--- config.mk ---
export PLATFORM = sky130hd
export DESIGN_NAME = count_display_driver
export DESIGN_NICKNAME = d
export VERILOG_FILES = /design/src/rtl/count_display_driver.sv
export SDC_FILE = /design/constraint.sdc
export NUM_CORES = 1
export LEC_CHECK = 0
export CAP_MARGIN = 10
export CORE_MARGIN = 2
export CORE_UTILIZATION = 53
export CTS_CLUSTER_SIZE = 24
export DETAILED_ROUTE_END_ITERATION = 12
export GPL_TIMING_DRIVEN = 0
export MAX_ROUTING_LAYER = met4
export PLACE_DENSITY = 0.76
export SKIP_CTS_REPAIR_TIMING = 1
export SYNTH_ARGS = -nofsm -noshare
export SYNTH_HDL_FRONTEND = slang
export SYNTH_SLANG_ARGS = --single-unit
--- constraint.sdc ---
create_clock -name clk -period 1.8 [get_ports clk]
set_input_delay 0.18 -clock clk [delete_from_list [all_inputs] [get_ports clk]]
set_output_delay 0.18 -clock clk [all_outputs]
set_load 0.02 [all_outputs]
--- src/rtl/count_display_driver.sv ---
// Display stage for the traffic-light controller: serial binary-to-BCD conversion,
// two-digit multiplexed seven-segment drive and encoded lamp-colour status.
module count_display_driver #(
    parameter int unsigned pSCAN_DIV  = 499,
    parameter int unsigned pCNT_WIDTH = 7
) (
    input  logic                  clk,
    input  logic                  rst,
    input  logic                  en,
    input  logic [pCNT_WIDTH-1:0] count,
    input  logic                  green_light,
    input  logic                  yellow_light,
    input  logic                  red_light,
    output logic [6:0]            seg,
    output logic [1:0]            dig_sel,
    output logic [1:0]            color,
    output logic                  busy
);

    localparam int unsigned SCAN_W = (pSCAN_DIV > 0) ? $clog2(pSCAN_DIV + 1) : 1;
    localparam int unsigned ITER_W = $clog2(pCNT_WIDTH + 1);
    localparam int unsigned SR_W   = 8 + pCNT_WIDTH;
    localparam int unsigned MAX_CNT = 99;

    localparam logic [SCAN_W-1:0] SCAN_LAST = SCAN_W'(pSCAN_DIV);
    localparam logic [ITER_W-1:0] ITER_LAST = ITER_W'(pCNT_WIDTH - 1);
    localparam logic [6:0]        SEG_DASH  = 7'b1000000;

    typedef enum logic [1:0] {
        IDLE  = 2'd0,
        SHIFT = 2'd1,
        DONE  = 2'd2
    } state_t;

    state_t                  state_q;
    logic [SR_W-1:0]         sr_q;
    logic [ITER_W-1:0]       iter_q;
    logic [pCNT_WIDTH-1:0]   last_q;
    logic                    err_pend_q;
    logic                    err_q;
    logic                    valid_q;
    logic [3:0]              tens_q;
    logic [3:0]              ones_q;
    logic                    busy_q;

    logic [SCAN_W-1:0]       scan_q;
    logic                    digit_q;
    logic [1:0]              color_q;
    logic [6:0]              seg_q;
    logic [1:0]              dig_q;

    logic [SR_W-1:0]         dab_d;
    logic [SR_W-1:0]         shift_d;
    logic                    start_d;
    logic                    err_d;
    logic [1:0]              color_d;
    logic [6:0]              seg_d;
    logic [1:0]              dig_d;

    function automatic logic [6:0] seg_pattern(input logic [3:0] digit);
        logic [6:0] pat;
        case (digit)
            4'd0:    pat = 7'b0111111;
            4'd1:    pat = 7'b0000110;
            4'd2:    pat = 7'b1011011;
            4'd3:    pat = 7'b1001111;
            4'd4:    pat = 7'b1100110;
            4'd5:    pat = 7'b1101101;
            4'd6:    pat = 7'b1111101;
            4'd7:    pat = 7'b0000111;
            4'd8:    pat = 7'b1111111;
            4'd9:    pat = 7'b1101111;
            default: pat = 7'b0000000;
        endcase
        return pat;
    endfunction

    // One double-dabble step: add 3 to BCD nibbles >= 5, then shift left.
    always_comb begin
        dab_d = sr_q;
        if (sr_q[SR_W-1 -: 4] >= 4'd5) begin
            dab_d[SR_W-1 -: 4] = sr_q[SR_W-1 -: 4] + 4'd3;
        end
        if (sr_q[SR_W-5 -: 4] >= 4'd5) begin
            dab_d[SR_W-5 -: 4] = sr_q[SR_W-5 -: 4] + 4'd3;
        end
        shift_d = {dab_d[SR_W-2:0], 1'b0};
    end

    always_comb begin
        start_d = en && (!valid_q || (count != last_q));
        err_d   = (32'(count) > 32'(MAX_CNT));
    end

    // Lamp decode: exactly one lamp lit yields its code, anything else is illegal.
    always_comb begin
        color_d = 2'b00;
        case ({green_light, yellow_light, red_light})
            3'b100:  color_d = 2'b01;
            3'b010:  color_d = 2'b10;
            3'b001:  color_d = 2'b11;
            default: color_d = 2'b00;
        endcase
    end

    always_comb begin
        seg_d = 7'b0000000;
        dig_d = 2'b00;
        if (en && valid_q) begin
            dig_d = digit_q ? 2'b10 : 2'b01;
            if (err_q || (color_d == 2'b00)) begin
                seg_d = SEG_DASH;
            end else if (digit_q) begin
                seg_d = (tens_q == 4'd0) ? 7'b0000000 : seg_pattern(tens_q);
            end else begin
                seg_d = seg_pattern(ones_q);
            end
        end
    end

    // Converter FSM; commits digits only after all shifts so the display never tears.
    always_ff @(posedge clk) begin
        if (rst) begin
            state_q    <= IDLE;
            sr_q       <= '0;
            iter_q     <= '0;
            last_q     <= '0;
            err_pend_q <= 1'b0;
            err_q      <= 1'b0;
            valid_q    <= 1'b0;
            tens_q     <= 4'd0;
            ones_q     <= 4'd0;
            busy_q     <= 1'b0;
        end else if (en) begin
            case (state_q)
                IDLE: begin
                    if (start_d) begin
                        sr_q       <= {8'b0, count};
                        last_q     <= count;
                        iter_q     <= '0;
                        err_pend_q <= err_d;
                        state_q    <= SHIFT;
                        busy_q     <= 1'b1;
                    end
                end
                SHIFT: begin
                    sr_q   <= shift_d;
                    iter_q <= iter_q + 1'b1;
                    busy_q <= 1'b1;
                    if (iter_q == ITER_LAST) begin
                        state_q <= DONE;
                    end
                end
                DONE: begin
                    tens_q  <= sr_q[SR_W-1 -: 4];
                    ones_q  <= sr_q[SR_W-5 -: 4];
                    err_q   <= err_pend_q;
                    valid_q <= 1'b1;
                    state_q <= IDLE;
                    busy_q  <= 1'b0;
                end
                default: begin
                    state_q <= IDLE;
                    busy_q  <= 1'b0;
                end
            endcase
        end
    end

    // Digit scan, colour register and registered segment drive.
    always_ff @(posedge clk) begin
        if (rst) begin
            scan_q  <= '0;
            digit_q <= 1'b0;
            color_q <= 2'b00;
            seg_q   <= 7'b0000000;
            dig_q   <= 2'b00;
        end else begin
            seg_q <= seg_d;
            dig_q <= dig_d;
            if (en) begin
                color_q <= color_d;
                if (scan_q == SCAN_LAST) begin
                    scan_q  <= '0;
                    digit_q <= ~digit_q;
                end else begin
                    scan_q <= scan_q + 1'b1;
                end
            end
        end
    end

    assign seg     = seg_q;
    assign dig_sel = dig_q;
    assign color   = color_q;
    assign busy    = busy_q;

endmodule

==> summary.md <==
| Metric | Value |
|---|---|
| Outcome | `finished, violations left` |
| Failing checks | `negative setup slack` |
| Combinational share of power | `7.7%` |
| Worst Hold End | `last_q[5]$_SDFFE_PP0P_` |
| CP bufs+invs | `2` |
| Clock Power Share | `41.3%` |
| Clk_lat worst skew | `0.35 ns` |
| Hold depth | `3` |
| Post-Syn Area | `3485 um^2` |
| CTS tree | `done` |
| Commonest non-fill, non-tap cells in the layout | `dfxtp_1, nor2_1, a21oi_1` |
| Crit-path cells | `and3b_1, buf_6, nand2_2, a21oi_4, inv_2, ha_4, nor2_1, or3_1` |
| Crit path launch | `state_q[0]$_SDFFE_PP0P_` |
| Worst vdd ir | `0.6156 mV` |
| Vias in the first global route | `2653` |
| Top Ports | `25` |
| Crit-path max FO | `5` |
| Setup total negative slack | `-0.2542 ns` |
| Max-cap viol count | `0` |
| Beginning of the worst hold path | `count[5]` |
| Internal power | `0.002574 W` |
| WL/cell | `14.70 um` |
| Reg2reg start | `state_q[0]$_SDFFE_PP0P_` |
| Total grt overflow | `0` |
| Starting Density | `54.88%` |
| Via density | `5.457` |
| Crit Path Class | `flop to flop` |
| H-tree lvl count | `3` |
| IO Port Bufs | `23` |
| Die width | `85.09 um` |
| Detailed Routing Iterations Pass 1 | `4` |
| Arr. time, crit path | `2.08 ns` |
| CTS Buf Count | `9` |
| Initial antenna violation count | `0` |
| Mean Syn Cell Area | `8.958 um^2` |
| Switching Power | `0.0007554 W` |
| CP required | `2.03 ns` |
| CP delay by family, top | `simple AND/OR/NAND/NOR gates` |
| R2r setup slk | `-0.05 ns` |
| First-pass GRT wire length | `12180 um` |
| Largest net degree at the start of global routing | `12` |
| Final Skew | `0.004932 ns` |
| Final ANT Viol Nets | `0` |
| Share of synthesized registers carrying an async set or reset | `0%` |
| Syn. warnings | `0` |
| Die footprint | `7239 um^2` |
| Unrepaired setup endpoints after global routing | `true` |
| Post-synthesis cell type count | `48` |
| Final Worst Setup Slack | `-0.05050 ns` |
| Pwr Density | `776.9 nW/um^2` |
| Final GP Congestion | `0.9011` |
| Area grow syn2layout | `22.98%` |
| Switching fraction of total power | `22.69%` |
| Rows | `29` |
| Final WL | `7687 um` |
| N_diodes | `0` |
| Final cell count without fillers | `523` |
| Reg power frac | `51.0%` |
| Crit end category | `flop` |
| All-Layer GR Usage | `21.43%` |
| Worst-path clk slew | `0.07 ns` |
| Worst-case reg-to-reg path depth | `8` |
| Post-layout util | `67.49%` |
| Crit-path max cell delay | `0.34 ns` |
| DP Worst Slack | `-0.6005 ns` |
| HPWL Detailed | `5123 um` |
| Clock Sinks | `74` |
| Synthesized flop and latch total | `74` |
| Cells after Synth | `389` |
| Commonest non-fill, non-tap cell in the layout | `dfxtp_1` |
| Pins over their slew limit | `0` |
| Layout cells sized above 1 | `16.14%` |
| Slowest CP cell | `dfxtp_2` |
| Min Tclk post-route | `1.850 ns` |
| Seq/Total Area, Yosys | `42.51%` |
| Fin. Hold Viols | `0` |
| EDFF count, synth | `0` |
| Type of origin of the critical path | `flop` |
| Residual DRC | `0` |
| Clock buffer depth | `2` |
| Via count | `2854` |
| Die Y | `85.09 um` |
| Worst slew pin tran | `0.6971 ns` |
| Placed Cells | `489` |
| Final setup fails | `11` |
| Core box area | `6350 um^2` |
| Fmax | `0.5404 GHz` |
| Drt first-iter violations | `204` |
| Commonest register cell after synthesis | `dfxtp_1` |
| Syn Nets | `421` |
| Hold WC Path Type | `input port to flop` |
| Final Net Count | `473` |
| Slew margin rel. | `52.93%` |
| Fin crit share | `102.8%` |
| Clk root buf | `clkbuf_8` |
| Leakage | `1.721 nW` |
cell usage after synthesis, types with 3 or more instances:
| cell type | count | area share [%] |
|---|---|---|
| nor3b_1 | 5 | 1.1 |
| a31o_2 | 3 | 0.75 |
| and3_1 | 3 | 0.54 |
| mux2i_1 | 20 | 5.7 |
| inv_1 | 18 | 1.9 |
| clkbuf_1 | 11 | 1.2 |
| nor2b_1 | 8 | 1.4 |
| nand3b_1 | 3 | 0.65 |
| o21ai_0 | 9 | 1.3 |
| dfxtp_1 | 74 | 43 |
| xnor2_1 | 12 | 3.0 |
| o32ai_1 | 5 | 1.3 |
| nor3_1 | 5 | 0.72 |
| a22oi_1 | 3 | 0.65 |
| buf_2 | 3 | 0.43 |
| nand2_1 | 26 | 2.8 |
| nand3_1 | 7 | 1.0 |
| ha_1 | 19 | 6.8 |
| nand2b_1 | 4 | 0.72 |
| xor2_1 | 14 | 3.5 |
| a31oi_1 | 3 | 0.54 |
| a211oi_1 | 9 | 1.9 |
| nor2_1 | 56 | 6.0 |
| nand4_1 | 3 | 0.54 |
| or3_1 | 6 | 1.1 |
| a21oi_1 | 32 | 4.6 |
layer usage:
| metal | wire, um | global-route usage [%] |
|---|---|---|
| met1 | 3564 | 28.35 |
| met2 | 3714 | 32.39 |
| met3 | 295 | 4.183 |
| met4 | 112 | 8.369 |
| met5 | 0 | - |
cell type report:
cell class	count	area, um^2
repair buffers	41	365.4
clock inverters	1	30.03
multi-input cells	280	1956
fillers	496	2064
plain buffers	16	87.58
flip-flops and latches	74	1488
inverters	19	76.32
clock buffers	15	186.4
well taps	77	96.34
how the worst max path moves through the flow:
stage | slack (ns) | end | cells past startpoint
final | -0.05 | flop | 8
after global routing | -0.13 | flop | 8
after CTS | -0.31 | flop | 7
after detailed placement | -0.60 | flop | 8
after global placement | -0.60 | flop | 8
after floorplan | 0.006 | flop | 8
power groups by stage:
stage | Combinational (W) | Sequential, W | Clock [W]
after global placement | 0.000236 | 0.00173 | 0
final | 0.000258 | 0.00170 | 0.00138
after CTS | 0.000242 | 0.00170 | 0.00138
after global routing | 0.000281 | 0.00170 | 0.00146
after detailed placement | 0.000240 | 0.00173 | 0
after floorplan | 0.000154 | 0.00173 | 0
metrics by stage:
step	power, W	cell area [um^2]	hold slack, ns
after floorplan	0.001886	3497	0.3239
after CTS	0.003320	4040	0.4642
after detailed placement	0.001973	3824	0.4495
after global routing	0.003442	4285	0.2543
after global placement	0.001967	3824	0.4403
final	0.003329	4285	0.2436
worst reg2reg max path, delay by kind of cell (launching register included):
| family | cells | cell delay, ns |
|---|---|---|
| adders and majority gates | 1 | 0.27 |
| buffers and inverters | 2 | 0.24 |
| DFF | 1 | 0.34 |
| AOI/OAI and AO/OA | 1 | 0.21 |
| and+or+nand+nor | 4 | 0.68 |
cells by family (layout without fill, tap and decap cells):
family | count (synthesis) | after routing | share of synthesized area (%)
simple gates | 138 | 138 | 19.68
mux | 20 | 20 | 5.745
flops | 74 | 74 | 42.51
xor+xnor | 26 | 26 | 6.535
compound gates | 77 | 77 | 14.36
fa+ha+maj | 19 | 19 | 6.822
buf+inv | 35 | 92 | 4.345
(Power assumes the default switching activity.)
